`src/rtl/upd_slowphy_pkg.sv`:
```
// Shared constants and FSM encoding for the slow-PHY IQ/noise packer.
package upd_slowphy_pkg;
  localparam int LANE_W   = 16;
  localparam int LANES    = 8;
  localparam int FIFO_W   = LANE_W * LANES;
  localparam int IQ_PUSH  = 4;
  localparam int NZ_PUSH  = 1;

  typedef enum logic [1:0] {IDLE, PACK, FLUSH, DONE} state_t;
endpackage

```
`src/rtl/upd_lane_packer.sv`:
```
// Generic LANES-lane accumulator: PUSH lanes per push, pending word reg, full-gated write,
// zero-pad flush of a partial word.
module upd_lane_packer #(
  parameter int LANE_W = 16,
  parameter int LANES  = 8,
  parameter int PUSH   = 4
) (
  input  logic                          clk,
  input  logic                          rst_n,
  input  logic                          clr,
  input  logic                          push,
  input  logic [PUSH-1:0][LANE_W-1:0]   push_data,
  input  logic                          flush,
  input  logic                          full,
  output logic                          we,
  output logic [LANES-1:0][LANE_W-1:0]  wdata,
  output logic                          pend,
  output logic                          empty
);
  localparam int PW = $clog2(LANES);

  logic [LANES-1:0][LANE_W-1:0] acc, acc_nxt;
  logic [PW-1:0]                ptr;
  logic                         complete, do_flush;

  always_comb begin
    acc_nxt = acc;
    for (int l = 0; l < LANES; l++)
      for (int k = 0; k < PUSH; k++)
        if (int'(ptr) + k == l) acc_nxt[l] = push_data[k];
  end

  assign complete = push && (int'(ptr) + PUSH == LANES);
  // Unused lanes of acc are always zero, so a flushed partial word is already padded.
  assign do_flush = flush && !push && (ptr != '0) && !pend;
  assign empty    = (ptr == '0);

  always_ff @(posedge clk or negedge rst_n) begin
    if (!rst_n) begin
      acc   <= '0;
      ptr   <= '0;
      wdata <= '0;
      we    <= 1'b0;
      pend  <= 1'b0;
    end else begin
      we <= 1'b0;
      if (pend && !full) begin
        we   <= 1'b1;
        pend <= 1'b0;
      end
      if (clr) begin
        acc <= '0;
        ptr <= '0;
      end else if (complete || do_flush) begin
        wdata <= complete ? acc_nxt : acc;
        acc   <= '0;
        ptr   <= '0;
        if (full) pend <= 1'b1;
        else      we   <= 1'b1;
      end else if (push) begin
        acc <= acc_nxt;
        ptr <= ptr + PW'(PUSH);
      end
    end
  end
endmodule

```
`src/rtl/upd_slowphy_iq_noise_packer.sv`:
```
// Write side of the slow-PHY IQ/noise FIFO pair: packs RE pairs and noise samples into
// 8-lane words. Optional UPD_PACKER_DROP_CNT_EN adds a saturating dropped-input counter.
module upd_slowphy_iq_noise_packer
  import upd_slowphy_pkg::*;
#(
  parameter int LANE_W = upd_slowphy_pkg::LANE_W,
  parameter int LANES  = upd_slowphy_pkg::LANES
) (
  input  logic                     i_core_clk,
  input  logic                     i_rx_rstn,
  input  logic                     i_frame_start,
  input  logic [15:0]              i_cur_user_re_amounts,
  input  logic                     i_data_strobe,
  input  logic [LANE_W-1:0]        i_re0_data_i,
  input  logic [LANE_W-1:0]        i_re0_data_q,
  input  logic [LANE_W-1:0]        i_re1_data_i,
  input  logic [LANE_W-1:0]        i_re1_data_q,
  input  logic                     i_noise_valid,
  input  logic [LANE_W-1:0]        i_noise_data,
  output logic                     o_ready,
  input  logic                     IQ_FIFO_Full,
  input  logic                     Noise_FIFO_Full,
  output logic                     IQ_FIFO_Write_Enable,
  output logic [LANE_W*LANES-1:0]  IQ_Data_SUM,
  output logic                     Noise_FIFO_Write_Enable,
  output logic [LANE_W*LANES-1:0]  Noise_Data_SUM,
  output logic                     o_frame_done,
`ifdef UPD_PACKER_DROP_CNT_EN
  output logic [15:0]              o_drop_cnt,
`endif
  output logic                     o_drop_err
);
  state_t                        state;
  logic [15:0]                   re_amount, re_cnt, re_cnt_nxt;
  logic                          last_odd, strobe_acc, noise_acc, drop, clr, drained;
  logic [IQ_PUSH-1:0][LANE_W-1:0] iq_push;
  logic [NZ_PUSH-1:0][LANE_W-1:0] nz_push;
  logic [LANES-1:0][LANE_W-1:0]  iq_word, nz_word;
  logic                          iq_pend, nz_pend, iq_empty, nz_empty;

  assign o_ready    = (state == PACK) && !iq_pend && !nz_pend;
  assign strobe_acc = i_data_strobe && o_ready;
  assign noise_acc  = i_noise_valid && o_ready;
  assign drop       = ((i_data_strobe || i_noise_valid) && !o_ready) ||
                      (i_frame_start && state != IDLE);
  assign clr        = (state == IDLE) && i_frame_start;

  // A single remaining RE takes only re0; re1 lanes are zeroed and the count saturates.
  assign last_odd   = (re_amount - re_cnt) == 16'd1;
  assign re_cnt_nxt = last_odd ? re_amount : re_cnt + 16'd2;

  assign iq_push[0] = i_re0_data_i;
  assign iq_push[1] = i_re0_data_q;
  assign iq_push[2] = last_odd ? '0 : i_re1_data_i;
  assign iq_push[3] = last_odd ? '0 : i_re1_data_q;
  assign nz_push[0] = i_noise_data;

  upd_lane_packer #(.LANE_W(LANE_W), .LANES(LANES), .PUSH(IQ_PUSH)) u_iq (
    .clk(i_core_clk), .rst_n(i_rx_rstn), .clr(clr), .push(strobe_acc), .push_data(iq_push),
    .flush(state == FLUSH), .full(IQ_FIFO_Full), .we(IQ_FIFO_Write_Enable),
    .wdata(iq_word), .pend(iq_pend), .empty(iq_empty)
  );

  upd_lane_packer #(.LANE_W(LANE_W), .LANES(LANES), .PUSH(NZ_PUSH)) u_nz (
    .clk(i_core_clk), .rst_n(i_rx_rstn), .clr(clr), .push(noise_acc), .push_data(nz_push),
    .flush(state == FLUSH), .full(Noise_FIFO_Full), .we(Noise_FIFO_Write_Enable),
    .wdata(nz_word), .pend(nz_pend), .empty(nz_empty)
  );

  assign IQ_Data_SUM    = iq_word;
  assign Noise_Data_SUM = nz_word;

  // Frame is finished only once both accumulators are empty and the last write has gone out.
  assign drained = iq_empty && nz_empty && !iq_pend && !nz_pend &&
                   !IQ_FIFO_Write_Enable && !Noise_FIFO_Write_Enable;

  always_ff @(posedge i_core_clk or negedge i_rx_rstn) begin
    if (!i_rx_rstn) begin
      state        <= IDLE;
      re_amount    <= '0;
      re_cnt       <= '0;
      o_frame_done <= 1'b0;
      o_drop_err   <= 1'b0;
    end else begin
      o_frame_done <= 1'b0;
      if (drop) o_drop_err <= 1'b1;
      case (state)
        IDLE: if (i_frame_start) begin
          re_amount <= i_cur_user_re_amounts;
          re_cnt    <= '0;
          state     <= (i_cur_user_re_amounts == 16'd0) ? FLUSH : PACK;
        end
        PACK: if (strobe_acc) begin
          re_cnt <= re_cnt_nxt;
          if (re_cnt_nxt >= re_amount) state <= FLUSH;
        end
        FLUSH: if (drained) begin
          state        <= DONE;
          o_frame_done <= 1'b1;
        end
        DONE:    state <= IDLE;
        default: state <= IDLE;
      endcase
    end
  end

`ifdef UPD_PACKER_DROP_CNT_EN
  always_ff @(posedge i_core_clk or negedge i_rx_rstn) begin
    if (!i_rx_rstn)              o_drop_cnt <= '0;
    else if (clr)                o_drop_cnt <= drop ? 16'd1 : 16'd0;
    else if (drop && o_drop_cnt != 16'hFFFF) o_drop_cnt <= o_drop_cnt + 16'd1;
  end
`endif
endmodule

```
`config.mk`:
```
export PLATFORM = sky130hd
export DESIGN_NAME = upd_slowphy_iq_noise_packer
export DESIGN_NICKNAME = d
export VERILOG_FILES = /design/src/rtl/upd_slowphy_pkg.sv /design/src/rtl/upd_lane_packer.sv /design/src/rtl/upd_slowphy_iq_noise_packer.sv
export SDC_FILE = /design/constraint.sdc
export NUM_CORES = 1
export LEC_CHECK = 0
export ABC_AREA = 1
export CORE_ASPECT_RATIO = 1.1
export CORE_MARGIN = 5
export CORE_UTILIZATION = 55
export CTS_CLUSTER_SIZE = 40
export DETAILED_ROUTE_END_ITERATION = 7
export HOLD_SLACK_MARGIN = 0.05
export PLACE_DENSITY = 0.82
export SETUP_SLACK_MARGIN = 0.4
export SLEW_MARGIN = 40
export SYNTH_ARGS = -nofsm -noshare
export SYNTH_HDL_FRONTEND = slang
export SYNTH_SLANG_ARGS = --single-unit
export TNS_END_PERCENT = 20
```
`constraint.sdc`:
```
create_clock -name i_core_clk -period 3.98 [get_ports i_core_clk]
set_input_delay 0.796 -clock i_core_clk [delete_from_list [all_inputs] [get_ports i_core_clk]]
set_output_delay 0.796 -clock i_core_clk [all_outputs]
set_load 0.005 [all_outputs]
```
==> results of run 1 <==
-- metal layers --
metal  global-route usage, %  wire length [um]
met1                    36.7             28800
met2                    47.2             35700
met3                    6.48              6100
met4                    15.4              4400
met5                       0                 0
-- timing repair --
item / in CTS / in global routing
hold buffers: 0 / 0
gates cloned: 1 / 0
buffers inserted: 3 / 7
endpoints found under the hold margin: 0 / 0
endpoints found under the setup margin: 2 / 2
gates resized for setup: 25 / 57
pin swaps: 15 / 18
-- synthesized netlist by cell type, drive strengths merged, types with 15 or more instances --
master | number | area (um2)
nand3 | 53 | 280
ha | 43 | 538
o21ai | 398 | 1990
a31oi | 65 | 407
inv | 388 | 1460
dfrtp | 556 | 13900
nand4 | 15 | 93.8
a21oi | 82 | 414
nand2 | 882 | 3360
nor2 | 162 | 623
o31ai | 29 | 218
buf | 51 | 259
clkbuf | 124 | 465
o22ai | 129 | 807
-- kinds of logic (layout without fill, tap and decap cells) --
| kind of cell | after synthesis | in the layout |
|---|---|---|
| XOR/XNOR | 12 | 12 |
| adder cells (fa/ha/maj) | 44 | 44 |
| flip-flops | 556 | 556 |
| buffers and inverters | 565 | 908 |
| AO/OA/AOI/OAI | 711 | 711 |
| AND/OR/NAND/NOR | 1138 | 1138 |
| other | 0 | 2 |
-- sequential cells by signal, summed over array words and instances (netlist names) --
signal and flops:
u_iq.acc 128, u_iq.wdata 128, u_nz.acc 128, u_nz.wdata 128
re_amount 16, re_cnt 16, u_nz.ptr 3, state 2
o_drop_err 1, o_frame_done 1, u_iq.pend 1, u_iq.ptr 1
u_iq.we 1, u_nz.pend 1, u_nz.we 1
-- through the flow --
| step | utilization, % | hold WS, ns | power (uW) |
|---|---|---|---|
| final | 69.7 | 0.135 | 22400 |
| after global routing | 69.7 | 0.152 | 23800 |
| after CTS | 69.1 | 0.140 | 22100 |
| after detailed placement | 64.9 | 0.471 | 16800 |
| after global placement | 64.8 | 0.458 | 16500 |
| after floorplan | - | 0.460 | 12600 |
-- how the worst min path moves through the flow --
stage	from	to	slack, ns
after global routing	i_rx_rstn	u_iq.wdata[46]	0.15
after CTS	i_rx_rstn	u_iq.wdata[110]	0.14
after global placement	o_drop_err	o_drop_err	0.46
after floorplan	u_iq.acc[100]	u_iq.acc[100]	0.46
final	i_rx_rstn	u_iq.wdata[110]	0.14
after detailed placement	u_iq.wdata[101]	u_iq.wdata[101]	0.47
-- power groups by stage --
stage | Clock (uW) | Combinational [uW] | Sequential (uW)
floorplan | 0 | 4500 | 8120
global placement | 0 | 8210 | 8320
detailed placement | 0 | 8460 | 8370
CTS | 5210 | 8620 | 8300
global route | 5450 | 9850 | 8480
finish | 5140 | 8910 | 8350
-- cell type report --
type | instances | area [um2] | share of cell area (%)
Sequential cell | 556 | 13900 | 43.9
Multi-Input combinational cell | 1905 | 9480 | 29.9
Timing Repair Buffer | 423 | 4310 | 13.6
Clock buffer | 83 | 1630 | 5.15
Inverter | 390 | 1480 | 4.65
Tap cell | 588 | 736 | 2.32
Clock inverter | 12 | 143 | 0.450
Antenna cell | 2 | 5.00 | 0.0158
-- worst max-delay path: cells and delay by family, from the launching register on --
kind                       cells  cell delay, ns
and+or+nand+nor               15            1.58
DFF                            1            0.39
buffers and inverters          2            0.28
adders and majority gates      2            0.62
AOI/OAI and AO/OA              5            0.49
==> results.md, run 1 <==
- Routed Wire Length: 75,000 um
- Most common cell after layout, fill and taps aside: nand2_1
- Die W: 214 um
- Fraction of the mapped netlist area in adder cells: 2.22%
- Number of enable-type register cells in the synthesized netlist: 0
- Number of nets produced by synthesis: 3,173
- Die Ht: 234 um
- WS Path Type: reg2reg
- Top_reg_cell synth: dfrtp_1
- Setup crit end: state[1]
- Critical path arrival: 3.99 ns
- Share of async-settable or async-resettable flops after synthesis: 100%
- Peak supply drop: 0.460 mV
- Crit path time final: 3.50 ns
- Cell area after synthesis: 25,200 um2
- Count of placed standard cells in the final layout, fillers left out: 3,959
- CP dominant cell by count: nand2_1
- Post-synthesis compound-gate area fraction: 15.5%
- Post-placement worst setup slack: 0.149 ns
- Site Rows: 82
- RSZ-0062 raised after global routing: yes
- Capturing point of the worst reg2reg path: state[1]
- Worst-case setup margin in the final layout: 0.481 ns
- Initial drt markers: 2,471
- Leakage power summed over all cells: 0.0146 uW
- Largest fanout on the critical path: 7
- Number of instances in the synthesized netlist: 3,026
- Clock skew after layout: 0.0186 ns
- Number of H-tree levels: 2
- Rel. slew slack: 42.6%
- Fin crit share: 87.9%
- Vias in the first global route: 22,100
- Total die area: 50,200 um2
- Switching power summed over all nets: 8270 uW
- Internal cell power: 14,100 uW
- Crit-path cells: inv_1 > ha_4 > nand2_1 > nor3_2 > and2_1 > nand2_1 > nand2_1 > nand2_1 > nand2_2 > nand2_1 > nor2_4 > buf_4 > nand4_1 > and2_1 > ha_1 > a21oi_2 > o21ai_1 > nand2_1 > o211ai_1 > nand2_1 > nand4_1 > o211ai_1 > nand2_1 > o21ai_0
- Sequential Power Share: 37.3%
- Delay contributed by the slowest stage of the critical path: 0.39 ns
- Effective utilization at floorplan: 55.4%
- Routability-driven placement congestion ratio: 0.892
- Critical path launch point type: flip-flop
- Ys Warns: 0
- Share of post-route cells with drive strength above 1: 7.18%
- Overall routing resource usage: 28.9%
- Final Max Slew Viols: 0
- TritonCTS Sinks: 556
- Average via count per standard cell: 5.64
- Layout overhead on the synthesized area: 25.8%
- Transition time at the pin with the least slew margin: 0.853 ns
- Post-route setup TNS: 0 ns
- Final design area excluding fillers: 31,700 um2
- Root Buffer: clkbuf_16
- Core Footprint: 45,500 um2
- Total placed cells including tap cells: 3,851
- Synth unique cells: 38
- Length in cells of the worst reg-to-reg path: 24
- Launch point of the worst reg-to-reg path: re_cnt[11]
- Clock insertion delay at the later pin of the skew report: 0.61 ns
- Fill cell count: 3,363
- Placed cell areas: 29,500 um2
- Sequential cell area fraction in the yosys report: 55.2%
- Start point of the critical path: re_cnt[11]
- Switching fraction of total power: 36.9%
- Max Root-Sink Buffers: 3
- Worst R2R Setup Slack: 0.48 ns
- Total via count after detailed routing: 22,300
- Maximum number of pins on one net before global-route repair: 131
- Type of destination of the critical path: flip-flop
- Max cap viols: 0
- Hold Violations, Final: 0
- Max frequency: 286 MHz
- Xor-xnor portion of the synthesized cell area: 0.417%
- Final-stage net count: 3,477
- Hold crit path type: in2async
- Register bit count reported by yosys: 556
- Grt total ovfl: 0
- Post-route ant nets: 0
- Global-route wire length before repair: 118,000 um
- Number of DRC violations after detailed routing: 0
- Ratio of total power to cell area: 706 nW/um2
- Slowest-stage cell, CP: dfrtp_1
- Number of top-level design ports: 364
- Clock slew at reported path FFs: 0.06 ns
- Proportion of power drawn by the clock network: 22.9%
- Mean Syn Cell Area: 8.32 um2
- Total clock buffers created by CTS: 54
- Status: completed
- Top library cells by usage in the layout, fill and taps aside: nand2_1 (851), dfrtp_1 (554), o21ai_0 (393), inv_1 (374), clkdlybuf4s50_1 (362)
- Number of buffer cells added on primary ports: 363
- Antenna violations before repair: 1
- Simple-gate share of the synthesized area: 18.0%
- Fraction of power consumed by combinational cells: 39.8%
- Setup Viol. Count Final: 0
- Number of optimization iterations in the first detailed-route pass: 6
- CTS tree: yes
- Detailed placer's ending HPWL: 50,100 um
- Portion of netlist area occupied by mux cells: 0%
- Main combinational cell family by area after synthesis: simple AND/OR/NAND/NOR gates
- Wire length per cell after detailed routing: 18.9 um
- Critical path data required time: 4.47 ns
No activity file was read; power rests on OpenSTA's default activity.
==> run 2: changes to the inputs <==
Settings changed: RECOVER_POWER set to 100.
==> run 2 against run 1 <==
  * The run now ends with max-capacitance violations, max-slew violations left
  * Sequential cell count unchanged
  * Setup slack worse by 0.13 ns
  * Combinational power down 4.9%
  * Sequential share of layout area up 0.22 points
  * Cell count unchanged
  * Design area down 0.49%
  * Fmax down 3.7%
  * Register-to-register slack worse by 0.13 ns
  * Via count up 0.62%
==> results.md, run 2 (same netlist as run 1, synthesis figures left out) <==
- Hold Worst Slack: 0.479 ns
- Effective utilization at floorplan: 55.4%
- Hold crit path type: reg2reg
- Critical path arrival: 4.08 ns
- Leakage power summed over all cells: 0.0152 uW
- RSZ-0062 raised after global routing: yes
- Status: finished, violations left
- TritonCTS Sinks: 556
- Layout overhead on the synthesized area: 25.2%
- Detailed placer's ending HPWL: 50,100 um
- Crit path time final: 3.63 ns
- WS Path Type: reg2reg
- Maximum number of pins on one net before global-route repair: 131
- Length in cells of the worst reg-to-reg path: 8
- Setup Viol. Count Final: 0
- Number of top-level design ports: 364
- Die Ht: 234 um
- Total die area: 50,200 um2
- Violated checks: max-capacitance violations, max-slew violations
- Site Rows: 82
- Average via count per standard cell: 5.68
- Die W: 214 um
- Routed Wire Length: 74,900 um
- Root Buffer: clkbuf_16
- Transition time at the pin with the least slew margin: 2.96 ns
- Hold Violations, Final: 0
- Peak supply drop: 0.451 mV
- Max frequency: 275 MHz
- Total via count after detailed routing: 22,500
- Critical path launch point type: flip-flop
- Critical path data required time: 4.43 ns
- Vias in the first global route: 22,100
- Initial drt markers: 2,499
- Largest fanout on the critical path: 38
- Routability-driven placement congestion ratio: 0.892
- Type of destination of the critical path: flip-flop
- Number of buffer cells added on primary ports: 363
- Number of H-tree levels: 2
- Max cap viols: 1
- Total clock buffers created by CTS: 54
- Top library cells by usage in the layout, fill and taps aside: nand2_1 (852), dfrtp_1 (554), o21ai_0 (393), inv_1 (375), dlygate4sd3_1 (261)
- Share of post-route cells with drive strength above 1: 6.83%
- Grt total ovfl: 0
- Number of DRC violations after detailed routing: 0
- Antenna violations before repair: 1
- Wire length per cell after detailed routing: 18.9 um
- Most common cell after layout, fill and taps aside: nand2_1
- Post-route setup TNS: 0 ns
- Fill cell count: 3,393
- Max Root-Sink Buffers: 3
- Core Footprint: 45,500 um2
- CTS Hold Buffers Added: 0
- Overall routing resource usage: 28.9%
- Final Max Slew Viols: 56
- Fin crit share: 91.3%
- Hold Path Depth: 2
- Global-route wire length before repair: 118,000 um
- Post-route ant nets: 0
- CTS tree: yes
- Rel. slew slack: -97.2%
- Final-stage net count: 3,477
- Clock insertion delay at the later pin of the skew report: 0.61 ns
- Clock skew after layout: 0.0176 ns
- Number of optimization iterations in the first detailed-route pass: 6
- Ratio of total power to cell area: 695 nW/um2
- Clock slew at reported path FFs: 0.06 ns
[run 2: changes by cell type in the layout (fill, tap and decap cells not counted), moves of 2 or more]
cell	before	now
buf_4	41	25
clkbuf_2	0	10
nor2_1	150	152
buf_6	2	5
buf_12	15	7
clkbuf_1	14	21
dlygate4sd3_1	0	261
clkbuf_4	0	4
clkdlybuf4s50_1	362	101
[run 2: report_power, final]
part	internal (uW)	switching, uW
clock	2950	2190
sequential	7280	1030
combinational	3480	4990
[run 2: metal layers]
layer	wire length (um)	global-route usage, %
met1	28500	36.7
met5	0	0
met4	4360	15.4
met3	6140	6.48
met2	35900	47.2
[run 2: cell type report]
type / count / area [um2] / area share (%)
timing repair buffer: 423 / 4170 / 13.2
sequential: 556 / 13900 / 44.1
inverter: 390 / 1480 / 4.68
antenna: 2 / 5.00 / 0.0159
multi-input combinational: 1905 / 9470 / 30.0
clock buffer: 83 / 1630 / 5.18
tap: 588 / 736 / 2.33
clock inverter: 12 / 143 / 0.452
[run 2: final timing paths]
check                          startpoint               to  slack [ns]
hold / removal             u_nz.wdata[25]   u_nz.wdata[25]        0.48
setup reg to reg              u_nz.ptr[0]     u_nz.acc[73]        0.35
hold reg to reg            u_nz.wdata[25]   u_nz.wdata[25]        0.48
min in group asynchronous       i_rx_rstn  u_iq.wdata[110]        1.28
setup / recovery              u_nz.ptr[0]     u_nz.acc[73]        0.35
max in group asynchronous       i_rx_rstn   u_nz.wdata[57]        0.69
[run 2: timing repair]
action / CTS / global route
hold endpoints to repair: 0 / 0
buffers inserted: 3 / 7
pin swaps: 15 / 18
setup endpoints to repair: 2 / 2
cloned: 1 / 0
gates resized for setup: 25 / 57
[run 2: critical path: stages (launching register included)]
cell and delay [ns]:
dfrtp_1 0.41, inv_1 0.11, ha_1 0.24, nand2_1 0.08
clkbuf_1 1.00, a31oi_1 0.50, nand3_4 0.52, buf_4 0.42
o22ai_1 0.14
[run 2: through the flow]
stage          utilization (%)  setup WS (ns)  cells  power, uW  area [um2]
2_1_floorplan                -          0.572   3026      12600       25200
3_3_place_gp              64.8          0.180   3850      16500       29400
3_5_place_dp              64.9          0.149   3851      16800       29500
4_1_cts                   69.1          0.396   3950      22100       31400
5_1_grt                   69.4          0.154   3958      23300       31500
6_report                  69.4          0.346   3959      21900       31500
==> run 3: changes to the inputs <==
Settings changed: CORE_ASPECT_RATIO 1.1 to 2, CORE_UTILIZATION 55 to 59, PLACE_DENSITY 0.82 to 0.87.
Clock period 3.98 ns to 4.6 ns, I/O delays scaled along.
==> run 3 against run 2 <==
  * The flow still finishes with violations (max-capacitance violations, max-slew violations)
  * Global-route usage up 4.2 points
  * Utilization up 3.2 points
  * Setup slack better by 0.20 ns
  * Hold slack worse by 0.0018 ns
  * Sequential power decreased by 14%
  * Critical path type is now in2reg
  * Largest power group unchanged
==> results.md, run 3 (same netlist as run 1, synthesis figures left out) <==
- Global-route wire length before repair: 122,000 um
- Wire length per cell after detailed routing: 20.5 um
- Peak supply drop: 0.416 mV
- WS Path Type: in2reg
- Fill cell count: 3,134
- Final-stage net count: 3,462
- CTS Hold Buffers Added: 0
- Leakage power summed over all cells: 0.0149 uW
- Final Max Slew Viols: 258
- Total die area: 47,200 um2
- Die Ht: 302 um
- Maximum number of pins on one net before global-route repair: 118
- Setup Viol. Count Final: 0
- Fin crit share: 88.0%
- Total clock buffers created by CTS: 46
- Initial drt markers: 1,873
- Number of optimization iterations in the first detailed-route pass: 8
- Overall routing resource usage: 33.2%
- Share of post-route cells with drive strength above 1: 4.72%
- Hold Violations, Final: 0
- Critical path launch point type: input pin
- Hold Worst Slack: 0.478 ns
- Grt total ovfl: 0
- Critical path arrival: 4.42 ns
- Most common cell after layout, fill and taps aside: nand2_1
- Top library cells by usage in the layout, fill and taps aside: nand2_1 (861), dfrtp_1 (556), o21ai_0 (396), inv_1 (384), dlygate4sd3_1 (262)
- Number of H-tree levels: 2
- Detailed placer's ending HPWL: 56,400 um
- Max frequency: 247 MHz
- Hold crit path type: reg2reg
- Launch point of the worst reg-to-reg path: state[1]
- CTS tree: yes
- Setup crit end: u_iq.wdata[36]
- Number of top-level design ports: 364
- Type of destination of the critical path: flip-flop
- Clock slew at reported path FFs: 0.07 ns
- RSZ-0062 raised after global routing: no
- TritonCTS Sinks: 556
- Rel. slew slack: -131%
- Routability-driven placement congestion ratio: 0.962
- Max cap viols: 4
- Root Buffer: clkbuf_16
- Length in cells of the worst reg-to-reg path: 12
- Worst R2R Setup Slack: 0.55 ns
- Total via count after detailed routing: 22,400
- Average via count per standard cell: 5.74
- Clock skew after layout: 0.0150 ns
- Transition time at the pin with the least slew margin: 3.46 ns
- Status: finished, violations left
- Largest fanout on the critical path: 97
- Number of buffer cells added on primary ports: 363
- Overall Power: 18,500 uW
- Core Footprint: 42,400 um2
- Site Rows: 107
- Crit path time final: 4.05 ns
- Layout overhead on the synthesized area: 22.4%
- Violated checks: max-capacitance violations, max-slew violations
- Post-route ant nets: 0
- Vias in the first global route: 22,300
- Number of DRC violations after detailed routing: 0
- Antenna violations before repair: 4
- Post-route setup TNS: 0 ns
- Clock insertion delay at the later pin of the skew report: 0.58 ns
- Routed Wire Length: 79,800 um
- Core occupancy in the finished layout: 72.6%
- Max Root-Sink Buffers: 3
- Capturing point of the worst reg2reg path: u_nz.acc[6]
- Start point of the critical path: i_frame_start
- Die W: 156 um
- Ratio of total power to cell area: 599 nW/um2
- Critical path data required time: 4.97 ns
- Effective utilization at floorplan: 59.4%
[run 3: changes by cell type in the layout (fill, tap and decap cells not counted), moves of 8 or more]
| cell | previous run | this run |
|---|---|---|
| nand2_1 | 852 | 861 |
| ha_1 | 25 | 41 |
| inv_1 | 375 | 384 |
| ha_4 | 14 | 0 |
| nand3_1 | 40 | 50 |
| inv_2 | 10 | 1 |
| clkbuf_16 | 56 | 46 |
| nand2_2 | 24 | 16 |
[run 3: worst max-delay path: stages]
cell and delay (ns):
dlygate4sd3_1 0.60, nand2_1 0.10, inv_1 0.50, nor2_1 0.21, inv_4 0.37, clkbuf_2 1.32, o21ai_0 0.33
[run 3: per-stage QoR]
step                      instances  instance area (um2)  setup slack, ns
after detailed placement       3800                29300            0.417
final                          3899                30800            0.550
after CTS                      3884                30800            0.427
after floorplan                3026                25200             1.19
after global placement         3799                29200            0.417
after global routing           3899                30800            0.266
[run 3: report_power, final]
| part | leakage [uW] | switching, uW | internal (uW) |
|---|---|---|---|
| logic | 0.00675 | 4440 | 2830 |
| clock network | 0.000759 | 1840 | 2220 |
| registers | 0.00743 | 854 | 6290 |
[run 3: worst min path at each step]
stage	slack, ns	to	startpoint	depth (start not counted)
floorplan	0.46	u_iq.acc[100]	u_iq.acc[100]	2
CTS	0.27	u_iq.wdata[60]	i_rx_rstn	1
global route	0.50	u_iq.wdata[126]	u_iq.wdata[126]	2
finish	0.48	u_nz.wdata[43]	u_nz.wdata[43]	2
detailed placement	0.47	u_iq.wdata[103]	u_iq.wdata[103]	2
global placement	0.46	u_iq.wdata[96]	u_iq.wdata[96]	2
[run 3: area by class of cell]
class,instances,area [um2],share of cell area (%)
repair buffers,415,4050,13.1
well taps,545,682,2.21
diodes,3,7.51,0.0243
multi-input cells,1906,9160,29.7
inverters,390,1470,4.77
clock buffers,65,1300,4.22
clock inverters,19,251,0.816
flip-flops and latches,556,13900,45.1
[run 3: layer usage]
layer / wire [um] / track usage [%] / share of wire (%)
met3: 5370 / 5.34 / 6.7
met2: 41500 / 58.3 / 52
met1: 26300 / 36.2 / 33
met4: 6670 / 22.9 / 8.4
met5: 12 / 0 / 0.015
[run 3: timing repair]
action                                  4_1_cts  5_1_grt
endpoints found under the setup margin        2        2
gates cloned                                  0        1
gates resized for setup                       1        7
pin swaps                                     0        4
buffers inserted                              0       11
